### src/rtl/alu_issue_stage.sv
// Decode/issue stage: turns an RV32I instruction into the ALU operand bundle
// (op, alu_a, alu_b) and holds it in a single-entry valid/ready register.
`ifndef ALUOP_ADD
`define ALUOP_ADD     4'd0
`define ALUOP_SUB     4'd1
`define ALUOP_SLL     4'd2
`define ALUOP_LT      4'd3
`define ALUOP_LTU     4'd4
`define ALUOP_XOR     4'd5
`define ALUOP_SRL     4'd6
`define ALUOP_SRA     4'd7
`define ALUOP_OR      4'd8
`define ALUOP_AND     4'd9
`define ALUOP_B       4'd10
`define ALUOP_A_ADD_4 4'd11
`endif

module alu_issue_stage #(
    parameter int XLEN  = 32,
    parameter int CNT_W = 16
) (
    input  logic             clk,
    input  logic             rst_n,
    input  logic             flush,
    input  logic             in_valid,
    output logic             in_ready,
    input  logic [31:0]      inst,
    input  logic [XLEN-1:0]  pc,
    input  logic [XLEN-1:0]  rs1_data,
    input  logic [XLEN-1:0]  rs2_data,
    output logic             out_valid,
    input  logic             out_ready,
    output logic [3:0]       out_op,
    output logic [XLEN-1:0]  out_alu_a,
    output logic [XLEN-1:0]  out_alu_b,
    output logic [4:0]       out_rd,
    output logic             out_rd_we,
    output logic [2:0]       out_funct3,
    output logic             out_illegal,
    output logic [CNT_W-1:0] illegal_count
);

    logic [6:0]      opcode;
    logic [2:0]      f3;
    logic [6:0]      f7;
    logic [4:0]      rd;
    logic [XLEN-1:0] imm_i, imm_s, imm_u, imm_j, shamt;
    logic [3:0]      d_op;
    logic [XLEN-1:0] d_a, d_b;
    logic            d_we, d_ill;
    logic            load;

    assign opcode = inst[6:0];
    assign f3     = inst[14:12];
    assign f7     = inst[31:25];
    assign rd     = inst[11:7];

    assign imm_i = XLEN'($signed(inst[31:20]));
    assign imm_s = XLEN'($signed({inst[31:25], inst[11:7]}));
    assign imm_u = XLEN'($signed({inst[31:12], 12'b0}));
    assign imm_j = XLEN'($signed({inst[31], inst[19:12], inst[20], inst[30:21], 1'b0}));
    // Immediate shifts carry only the shift amount; funct7 bits must not leak into b.
    assign shamt = XLEN'(inst[24:20]);

    always_comb begin
        d_op  = `ALUOP_ADD;
        d_a   = '0;
        d_b   = '0;
        d_we  = 1'b0;
        d_ill = 1'b0;
        case (opcode)
            7'b0110011: begin
                d_a  = rs1_data;
                d_b  = rs2_data;
                d_we = 1'b1;
                if (f7 == 7'b0000000) begin
                    case (f3)
                        3'b000:  d_op = `ALUOP_ADD;
                        3'b001:  d_op = `ALUOP_SLL;
                        3'b010:  d_op = `ALUOP_LT;
                        3'b011:  d_op = `ALUOP_LTU;
                        3'b100:  d_op = `ALUOP_XOR;
                        3'b101:  d_op = `ALUOP_SRL;
                        3'b110:  d_op = `ALUOP_OR;
                        default: d_op = `ALUOP_AND;
                    endcase
                end else if (f7 == 7'b0100000 && f3 == 3'b000) begin
                    d_op = `ALUOP_SUB;
                end else if (f7 == 7'b0100000 && f3 == 3'b101) begin
                    d_op = `ALUOP_SRA;
                end else begin
                    d_ill = 1'b1;
                end
            end
            7'b0010011: begin
                d_a  = rs1_data;
                d_b  = imm_i;
                d_we = 1'b1;
                case (f3)
                    3'b000: d_op = `ALUOP_ADD;
                    3'b010: d_op = `ALUOP_LT;
                    3'b011: d_op = `ALUOP_LTU;
                    3'b100: d_op = `ALUOP_XOR;
                    3'b110: d_op = `ALUOP_OR;
                    3'b111: d_op = `ALUOP_AND;
                    3'b001: begin
                        d_op  = `ALUOP_SLL;
                        d_b   = shamt;
                        d_ill = (f7 != 7'b0000000);
                    end
                    default: begin
                        d_b = shamt;
                        if (f7 == 7'b0000000)      d_op = `ALUOP_SRL;
                        else if (f7 == 7'b0100000) d_op = `ALUOP_SRA;
                        else                       d_ill = 1'b1;
                    end
                endcase
            end
            7'b0110111: begin
                d_op = `ALUOP_B;
                d_b  = imm_u;
                d_we = 1'b1;
            end
            7'b0010111: begin
                d_a  = pc;
                d_b  = imm_u;
                d_we = 1'b1;
            end
            7'b1101111: begin
                d_op = `ALUOP_A_ADD_4;
                d_a  = pc;
                d_b  = imm_j;
                d_we = 1'b1;
            end
            7'b1100111: begin
                d_op  = `ALUOP_A_ADD_4;
                d_a   = pc;
                d_b   = imm_i;
                d_we  = 1'b1;
                d_ill = (f3 != 3'b000);
            end
            7'b1100011: begin
                d_a = rs1_data;
                d_b = rs2_data;
                case (f3)
                    3'b000, 3'b001: d_op = `ALUOP_SUB;
                    3'b100, 3'b101: d_op = `ALUOP_LT;
                    3'b110, 3'b111: d_op = `ALUOP_LTU;
                    default:        d_ill = 1'b1;
                endcase
            end
            7'b0000011: begin
                d_a  = rs1_data;
                d_b  = imm_i;
                d_we = 1'b1;
            end
            7'b0100011: begin
                d_a = rs1_data;
                d_b = imm_s;
            end
            default: d_ill = 1'b1;
        endcase
        if (d_ill) begin
            d_op = `ALUOP_ADD;
            d_a  = '0;
            d_b  = '0;
            d_we = 1'b0;
        end
        if (rd == 5'd0) d_we = 1'b0;
    end

    assign in_ready = !out_valid || out_ready;
    assign load     = in_valid && in_ready;

    always_ff @(posedge clk or negedge rst_n) begin
        if (!rst_n) begin
            out_valid     <= 1'b0;
            out_op        <= `ALUOP_ADD;
            out_alu_a     <= '0;
            out_alu_b     <= '0;
            out_rd        <= '0;
            out_rd_we     <= 1'b0;
            out_funct3    <= '0;
            out_illegal   <= 1'b0;
            illegal_count <= '0;
        end else if (flush) begin
            out_valid <= 1'b0;
        end else if (load) begin
            out_valid   <= 1'b1;
            out_op      <= d_op;
            out_alu_a   <= d_a;
            out_alu_b   <= d_b;
            out_rd      <= rd;
            out_rd_we   <= d_we;
            out_funct3  <= f3;
            out_illegal <= d_ill;
            if (d_ill && illegal_count != {CNT_W{1'b1}})
                illegal_count <= illegal_count + 1'b1;
        end else if (out_ready) begin
            out_valid <= 1'b0;
        end
    end

endmodule

### config.mk
export PLATFORM = sky130hd
export DESIGN_NAME = alu_issue_stage
export DESIGN_NICKNAME = d
export VERILOG_FILES = /design/src/rtl/alu_issue_stage.sv
export SDC_FILE = /design/constraint.sdc
export NUM_CORES = 1
export LEC_CHECK = 0
export BUFFER_PORTS_ARGS = -buffer_cell sky130_fd_sc_hd__buf_2
export CAP_MARGIN = 20
export CORE_MARGIN = 3
export CORE_UTILIZATION = 50
export DETAILED_ROUTE_END_ITERATION = 8
export GPL_TIMING_DRIVEN = 0
export PLACE_DENSITY = 0.86
export SYNTH_ARGS = -nofsm -noshare
export SYNTH_HDL_FRONTEND = slang
export SYNTH_SLANG_ARGS = --single-unit
### constraint.sdc
create_clock -name clk -period 3.71 [get_ports clk]
set_input_delay 0.742 -clock clk [delete_from_list [all_inputs] [get_ports clk]]
set_output_delay 0.742 -clock clk [all_outputs]
set_load 0.01 [all_outputs]
### Word level (Yosys, flattened, before mapping)

Cells that the tools add are included.

| cells by class | value |
|---|---|
| bitwise operators | 1 |
| eq/ne operators | 18 |
| muxes and demuxes | 29 |
| reduce and logical (&&, ||, !) cells | 27 |
| add/sub/neg operators | 1 |

Operators by type and width:

| cell | count |
|---|---|
| 32-bit one-hot mux with 6 select lines | 1 |
| 32-bit two-way mux | 3 |
| 32-bit one-hot mux with 2 select lines | 1 |
| 4-bit one-hot mux with 7 select lines | 2 |
| 7-bit by 6-bit equality test with 1-bit output, second input constant | 4 |
| 7-bit equality test, second input constant | 3 |
| 4-bit one-hot mux with 5 select lines | 1 |
| 16-bit by 1-bit adder with 16-bit output, second input constant | 1 |
| 16-bit inequality test, second input constant | 1 |
| 7-bit by 5-bit equality test with 1-bit output, second input constant | 2 |
| 2-bit OR reduction | 7 |
| 3-bit equality test, second input constant | 4 |
| 1-bit two-way mux | 12 |
| 3-bit two-way mux | 4 |
| 6-bit OR reduction | 2 |
| 5-bit OR reduction | 2 |
| 3-bit one-hot mux with 3 select lines | 1 |
| 4-bit two-way mux | 2 |
| 7-bit by 2-bit equality test with 1-bit output, second input constant | 1 |
| 7-bit logical NOT | 1 |
| 7-bit nonzero test | 1 |
| 7-bit OR reduction | 1 |
| 3-bit by 2-bit equality test with 1-bit output, second input constant | 2 |
| 3-bit nonzero test | 2 |
| other kinds (12) | 15 |

| word-level totals | value |
|---|---|
| flip-flop bits (word level) | 95 |
| output and inout bits | 96 |
| input bits | 133 |
| word-level logic and storage cells | 85 |

### Logic depth before layout (Yosys ltp)

Gate-level depths: netlist of the first run.

| logic depth | value |
|---|---|
| depth after elaboration | 8 |
| gate-level depth with buffers | 10 |
| gate-level depth less buffers | 7 |

### Least setup slack after synthesis of the first run

No wires, ideal clock.

| timing path | value |
|---|---|
| kind | input -> register |
| start | input inst[6] |
| end | register out_alu_b[31] |
| arrival time | 2.585 ns |
| data required time | 3.646 ns |
| slack | 1.061 ns |
| buffers on the path | 3 |
| cell stages on the path | 8 |
| library setup time | 0.064 ns |
| cells stage by stage | buf_2 > nor4_1 > nor3_1 > or4_1 > buf_2 > buf_4 > a21oi_1 > a21o_1 |

| between the ends | value |
|---|---|
| cells in the longest elaborated chain, start to end | 4 |
| elaborated cells between the ends (all ways) | 16 |
| those cells by class | 9 x eq/ne; 3 x mux; 4 x reduce/logical |

Ends and longest elaborated chain:

| what | RTL line | text |
|---|---|---|
| from (decl) | 27 | `input logic [31:0] inst,` |
| 7-bit by 6-bit equality test with 1-bit output, or another cell as far along | 71 | `case (opcode)` |
| 5-bit OR reduction (no line) or 2-bit OR reduction (tied branches) | n/a |  |
| 1-bit one-hot mux with 5 select lines or 32-bit one-hot mux with 6 select lines (tied branches) | 71 |  |
| 32-bit two-way mux * | 163 | `if (d_ill) begin` |
| to (signal assigned) | 180 | `out_alu_b <= '0;` |
| to (signal assigned) | 192 | `out_alu_b <= d_b;` |
| to (decl) | 35 | `output logic [XLEN-1:0] out_alu_b,` |

Every way passes the cells marked *; elsewhere a longest branch is shown, timed or not.
A chain may end at the register's enable or synchronous reset.

### Worst setup path after layout of the first run

| timing path | value |
|---|---|
| start | input inst[1] |
| end | register out_alu_b[31] |

Same word-level chain as after synthesis.

==> results of run 1 <==
[power by group]
part	total (mW)	leakage, nW	switching, mW	internal (mW)
Clock	0.687	0.0933	0.372	0.316
Combinational	0.329	1.63	0.187	0.141
Sequential	1.12	1.30	0.0407	1.08
[stage by stage]
stage	util [%]	worst slack, ns	hold slack [ns]	instance area, um^2
3_3_place_gp	66.4	0.516	0.454	5880
5_1_grt	69.1	0.757	0.374	6110
4_1_cts	69.1	0.977	0.350	6110
6_report	69.1	0.939	0.338	6110
3_5_place_dp	66.9	0.627	0.457	5920
2_1_floorplan	-	1.06	0.446	4610
[registers in the layout, summed over array words and instances, names as in the netlist]
name / count
out_illegal: 1
out_op: 4
out_rd_we: 1
out_alu_b: 32
out_valid: 1
illegal_count: 16
out_funct3: 3
out_alu_a: 32
out_rd: 5
[worst register-to-register path, cell delays in order (launching register included)]
cell and delay (ns):
dfrtp_1 0.40, nor2b_1 0.16, nor3b_1 0.35, buf_2 0.29, o31a_1 0.34, clkbuf_1 0.36, nand4_1 0.17, xnor2_1 0.16
[synthesized netlist by cell type, types with 2 or more instances]
cell type,instances
nand2_1,104
dfrtp_1,95
o21ai_1,68
a22oi_1,38
clkbuf_1,26
a221oi_1,19
nor2_1,15
xnor2_1,15
nand4_1,11
nand3_1,10
a21oi_1,9
and3_1,8
buf_2,8
o21ai_0,8
nor3_1,7
a21o_1,6
nor2b_1,6
a222oi_1,4
and2_1,4
nor4_1,4
nand2b_1,3
or4_1,3
xor2_1,3
a211oi_1,2
a21boi_0,2
a32o_1,2
buf_1,2
inv_1,2
o31ai_1,2
[kinds of logic after synthesis]
logic type                 after synthesis  share of synthesized area, %
DFF                                     95                          51.5
muxes                                    1                         0.244
xor gates and xnor gates                18                          3.42
AOI/OAI and AO/OA                      166                          23.3
buffers and inverters                   40                          3.55
adders and majority gates                1                         0.271
and+or+nand+nor                        180                          17.7
[final timing paths]
check                      slack, ns  cells past startpoint               end  startpoint
setup / recovery                0.94                     10     out_alu_b[31]     inst[1]
hold / removal                  0.34                      1     out_alu_b[21]       rst_n
setup reg to reg                1.37                      7  illegal_count[4]   out_valid
min in group clk                0.48                      2         out_rd[0]   out_rd[0]
max in group asynchronous       2.70                      2         out_op[3]       rst_n
hold reg to reg                 0.48                      2         out_rd[0]   out_rd[0]
[final cells by class]
type	count	area share [%]
timing repair buffer	228	19.1
inverter	3	0.184
clock inverter	6	1.11
tap	108	2.21
sequential	95	38.9
buffer	37	2.50
clock buffer	10	2.09
multi-input combinational	366	33.9
[routing by layer]
metal  GRT usage (%)  vias up  share of wire, %
met4            9.18        0               2.5
li1                -     2299                 -
met1            35.9     2413                40
met5               0        -                 0
met2            49.0      244                50
met3            5.80       32               7.7
==> flow_metrics.py, run 1 <==
metrics = {
    "timing": {
        "fin_crit_sh_pct": 74.7,
        "hold_viol": 0,
        "rsz0062_at_grt": "false",
        "min_period_ns": 2.77,
        "setup-tns-final_ns": 0,
        "clock_skew_ns": 0.0125,
        "relSlewSlack_pct": 52.0,
        "worst_pin_slew_ns": 0.718,
        "final-max-slew-violation-count": 0,
        "fmax_ghz": 0.361,
        "setup_viol": 0,
    },
    "pwr": {
        "peakVddDrop_v": 0.000301,
        "leakage_nw": 3.02,
        "finalPower_mw": 2.13,
        "p_per_area_nw_per_um2": 349,
    },
    "synthesis": {
        "avgSynthCellArea_um2": 9.21,
        "ys_top_cells_by_area": "dfrtp_1 (52%), nand2_1 (8.5%), o21ai_1 (7.4%)",
        "syn-num-nets": 635,
        "synth_cells": 501,
        "syn_area_um2": 4610,
        "ys.flop_type": "dfrtp_1",
        "yosysSeqAreaShare_pct": 51.5,
        "synth_enable_flop_cells": 0,
        "yosysTopAreaCellShare_pct": 51.5,
        "synthArstFlopShare_pct": 100,
        "yosys.area.top_type": "dfrtp_1",
        "yosys_warnings": 0,
        "yosysUniqueCellTypes": 44,
        "synth-seq-cells": 95,
    },
    "critical_path": {
        "required_ns": 4.00,
        "crit_arrival_ns": 3.06,
        "critPathCaptureType": "flip-flop",
        "cp.buffers_inverters": 3,
        "critPathMaxFanout": 10,
        "crit_slowest_cell": "a21boi_1",
        "start_kind": "input pin",
        "cpPeakStageDelay_ns": 0.66,
        "crit_family": "simple AND/OR/NAND/NOR gates",
        "cp_cell_sequence": "buf_2 > nand2_1 > nor3_1 > a21boi_1 > nor3_1 > or4_1 > buf_2 > buf_4 > a21oi_1 > a21o_1",
        "crit_type": "in2reg",
    },
    "global_routing": {
        "grt.overflow.total": 0,
        "grt_pass1_vias": 4760,
        "grt_pass1_wl_mm": 23.3,
        "antenna_found_initial": 0,
        "grt_use_total_pct": 28.4,
        "grt_max_degree": 59,
    },
    "floorplan": {
        "die_area_um2": 10400,
        "die_h_um": 102,
        "die_w_um": 102,
        "placementRows": 34,
        "coreArea_um2": 8850,
        "ios": 229,
        "start_util_pct": 52.1,
    },
    "placement": {
        "portBuffers": 225,
        "hpwlAfterDp_mm": 11.9,
        "gp_congestion": 0.946,
        "dpl.cell_count": 837,
    },
    "cts": {
        "clk_latency_ns": 0.36,
        "cts_buffers": 9,
        "postCtsSetupBuffers": 0,
        "hold_buffers": 0,
        "clk_path_buf_depth": 2,
        "clk_pin_slew_ns": 0.10,
        "cts_tree": "built",
        "htree_levels": 3,
        "ctsResizeCount": 0,
        "clock-sinks": 95,
        "root_buffer": "clkbuf_8",
    },
    "route": {
        "vias_per_cell": 5.85,
        "avgRoutedWirePerCell_um": 17.8,
        "drtIter0Drc": 277,
        "routed_wl_mm": 15.2,
        "vias": 4988,
        "route.detailed.drc": 0,
        "dr.pass1.iters": 7,
        "ant_nets": 0,
    },
    "status": {
        "status": "finished clean",
    },
    "finish": {
        "layout_common_cells": "buf_2 (234), nand2_1 (104), dfrtp_1 (95)",
        "drive_gt1_share_pct": 34.0,
        "fin_cells": 853,
        "area_delta_synth_final_pct": 32.4,
        "multiInputGateArea_um2": 2070,
        "layout_commonest_cell": "buf_2",
        "diodes": 0,
        "register_area_um2": 2380,
        "layout.nets": 874,
        "fillCellCount": 727,
    },
    "flow_run": {
        "cap_viol_max_count": 0,
    },
    "worst_hold_path": {
        "hp-class": "in2async",
    },
}
Power figures use the tool's default switching activity.
==> run 2: changes to the inputs <==
Settings changed: CORE_UTILIZATION 50 to 46, PLACE_DENSITY 0.86 to 0.8.
Clock period 3.71 ns to 2.72 ns, I/O delays scaled along.
==> run 2 against run 1 <==
Net effect:
- clock power rose by 53%
- global-route usage down 1.6 points
- design area rose by 1.1%
- total power is 41% higher
- critical path depth down 2
- die area rose by 8.2%
- cell count up 2.5%
- largest power group unchanged
==> flow_metrics.py, run 2 (same netlist as run 1, synthesis figures left out) <==
metrics = {
    "pwr": {
        "pwr-share-comb_pct": 14.8,
        "p_per_area_nw_per_um2": 488,
        "leakage_nw": 3.05,
        "p_seq_share_pct": 50.5,
        "finalPower_mw": 3.01,
        "p_switching_mw": 0.804,
        "power_frac_clock_pct": 34.7,
        "switching_share_pct": 26.7,
        "intPower_mw": 2.21,
        "peakVddDrop_v": 0.000434,
    },
    "finish": {
        "diodes": 0,
        "top_regs": "out_alu_a: 32 flops, out_alu_b: 32 flops, illegal_count: 16 flops",
        "layout.nets": 874,
        "layout_commonest_cell": "buf_2",
        "design_area_um2": 6180,
        "layout_common_cells": "buf_2 (233), nand2_1 (104), dfrtp_1 (95)",
        "finalCoreUtilization_pct": 65.0,
        "area_delta_synth_final_pct": 33.9,
        "drive_gt1_share_pct": 34.4,
    },
    "route": {
        "drtIter0Drc": 369,
        "vias_per_cell": 5.67,
        "avgRoutedWirePerCell_um": 17.9,
        "routed_wl_mm": 15.6,
        "ant_nets": 0,
        "vias": 4958,
        "route.detailed.drc": 0,
        "dr.pass1.iters": 5,
    },
    "timing": {
        "clock_skew_ns": 0.0125,
        "hold_ws_ns": 0.110,
        "fmax_ghz": 0.396,
        "rsz0062_at_grt": "false",
        "worst_pin_slew_ns": 0.527,
        "setup_viol": 0,
        "hold_viol": 0,
        "relSlewSlack_pct": 64.5,
        "setup-tns-final_ns": 0,
        "final-max-slew-violation-count": 0,
        "fin_crit_sh_pct": 92.9,
        "min_period_ns": 2.53,
    },
    "global_routing": {
        "grt_use_total_pct": 26.8,
        "grt_pass1_vias": 4791,
        "grt_pass1_wl_mm": 24.2,
        "grt.overflow.total": 0,
        "antenna_found_initial": 0,
        "grt_max_degree": 65,
    },
    "critical_path": {
        "crit_arrival_ns": 2.76,
        "required_ns": 2.95,
        "ff2ff_setup_slack_ns": 0.43,
        "reg2reg_depth": 7,
        "critPathCaptureType": "flip-flop",
        "r2r_start": "out_valid",
        "start_kind": "input pin",
        "crit_type": "in2reg",
        "worstReg2RegEnd": "illegal_count[6]",
        "critPathMaxFanout": 10,
    },
    "floorplan": {
        "die_area_um2": 11300,
        "die_w_um": 106,
        "ios": 229,
        "die_h_um": 106,
        "coreArea_um2": 9500,
        "start_util_pct": 48.6,
        "placementRows": 35,
    },
    "cts": {
        "hold_buffers": 0,
        "cts_buffers": 9,
        "cts_tree": "built",
        "clk_latency_ns": 0.35,
        "clk_pin_slew_ns": 0.11,
        "htree_levels": 3,
        "clock-sinks": 95,
        "root_buffer": "clkbuf_8",
        "postCtsSetupBuffers": 0,
        "ctsResizeCount": 0,
        "clk_path_buf_depth": 2,
    },
    "flow_run": {
        "cap_viol_max_count": 0,
    },
    "placement": {
        "portBuffers": 225,
        "hpwlAfterDp_mm": 12.2,
        "gp_congestion": 0.919,
        "dpl-instance-area_um2": 5940,
    },
    "status": {
        "status": "finished clean",
    },
    "worst_hold_path": {
        "hp-class": "in2async",
    },
}
run 2: cell types whose count changed in the layout (fill, tap and decap cells not counted), sizes merged:
cell      delta
clkinv       +2
clkinvlp     -2
buf          -1
bufinv       +1
clkbuf       +1
inv          -1
run 2: power groups by stage:
stage               clock network [mW]  registers, mW  logic, mW
detailed placement                   0           1.55      0.444
global placement                     0           1.55      0.424
CTS                               1.06           1.52      0.443
floorplan                            0           1.57      0.162
finish                            1.05           1.52      0.445
global route                      1.13           1.53      0.487
run 2: routing by layer:
layer	track usage [%]	routed length, um	vias to the layer above
met2	47.4	7800	271
met4	10.1	555	0
met1	32.7	6000	2349
li1	-	-	2297
met3	4.61	1260	41
met5	0	0	-
run 2: layout make-up:
| cell class | instances | area, um^2 |
|---|---|---|
| Buffer | 37 | 153 |
| Clock buffer | 10 | 138 |
| Clock inverter | 6 | 91.3 |
| Fill cell | 822 | 3330 |
| Inverter | 3 | 11.3 |
| Multi-Input combinational cell | 366 | 2080 |
| Sequential cell | 95 | 2380 |
| Tap cell | 129 | 161 |
| Timing Repair Buffer | 228 | 1170 |
run 2: how the worst max path moves through the flow:
stage	slack, ns	cells past startpoint	startpoint	endpoint
final	0.19	8	inst[2]	illegal_count[6]
after global routing	0.04	10	inst[1]	out_alu_b[31]
after floorplan	0.27	8	inst[6]	out_alu_b[31]
after CTS	0.06	10	inst[1]	out_alu_b[31]
after global placement	-0.33	7	out_ready	illegal_count[12]
after detailed placement	-0.36	10	inst[1]	out_alu_b[31]
run 2: worst max-delay path, cell delays in order:
cell	delay, ns
buf_2	0.14
nor3_1	0.34
nand4_1	0.36
nor3_1	0.33
o31a_1	0.35
clkbuf_1	0.37
nand4_1	0.16
xnor2_1	0.16
run 2: stage by stage:
step	setup WS (ns)	cells
after floorplan	0.269	501
after global placement	-0.333	855
after detailed placement	-0.358	857
after CTS	0.0638	873
after global routing	0.0367	874
final	0.192	874
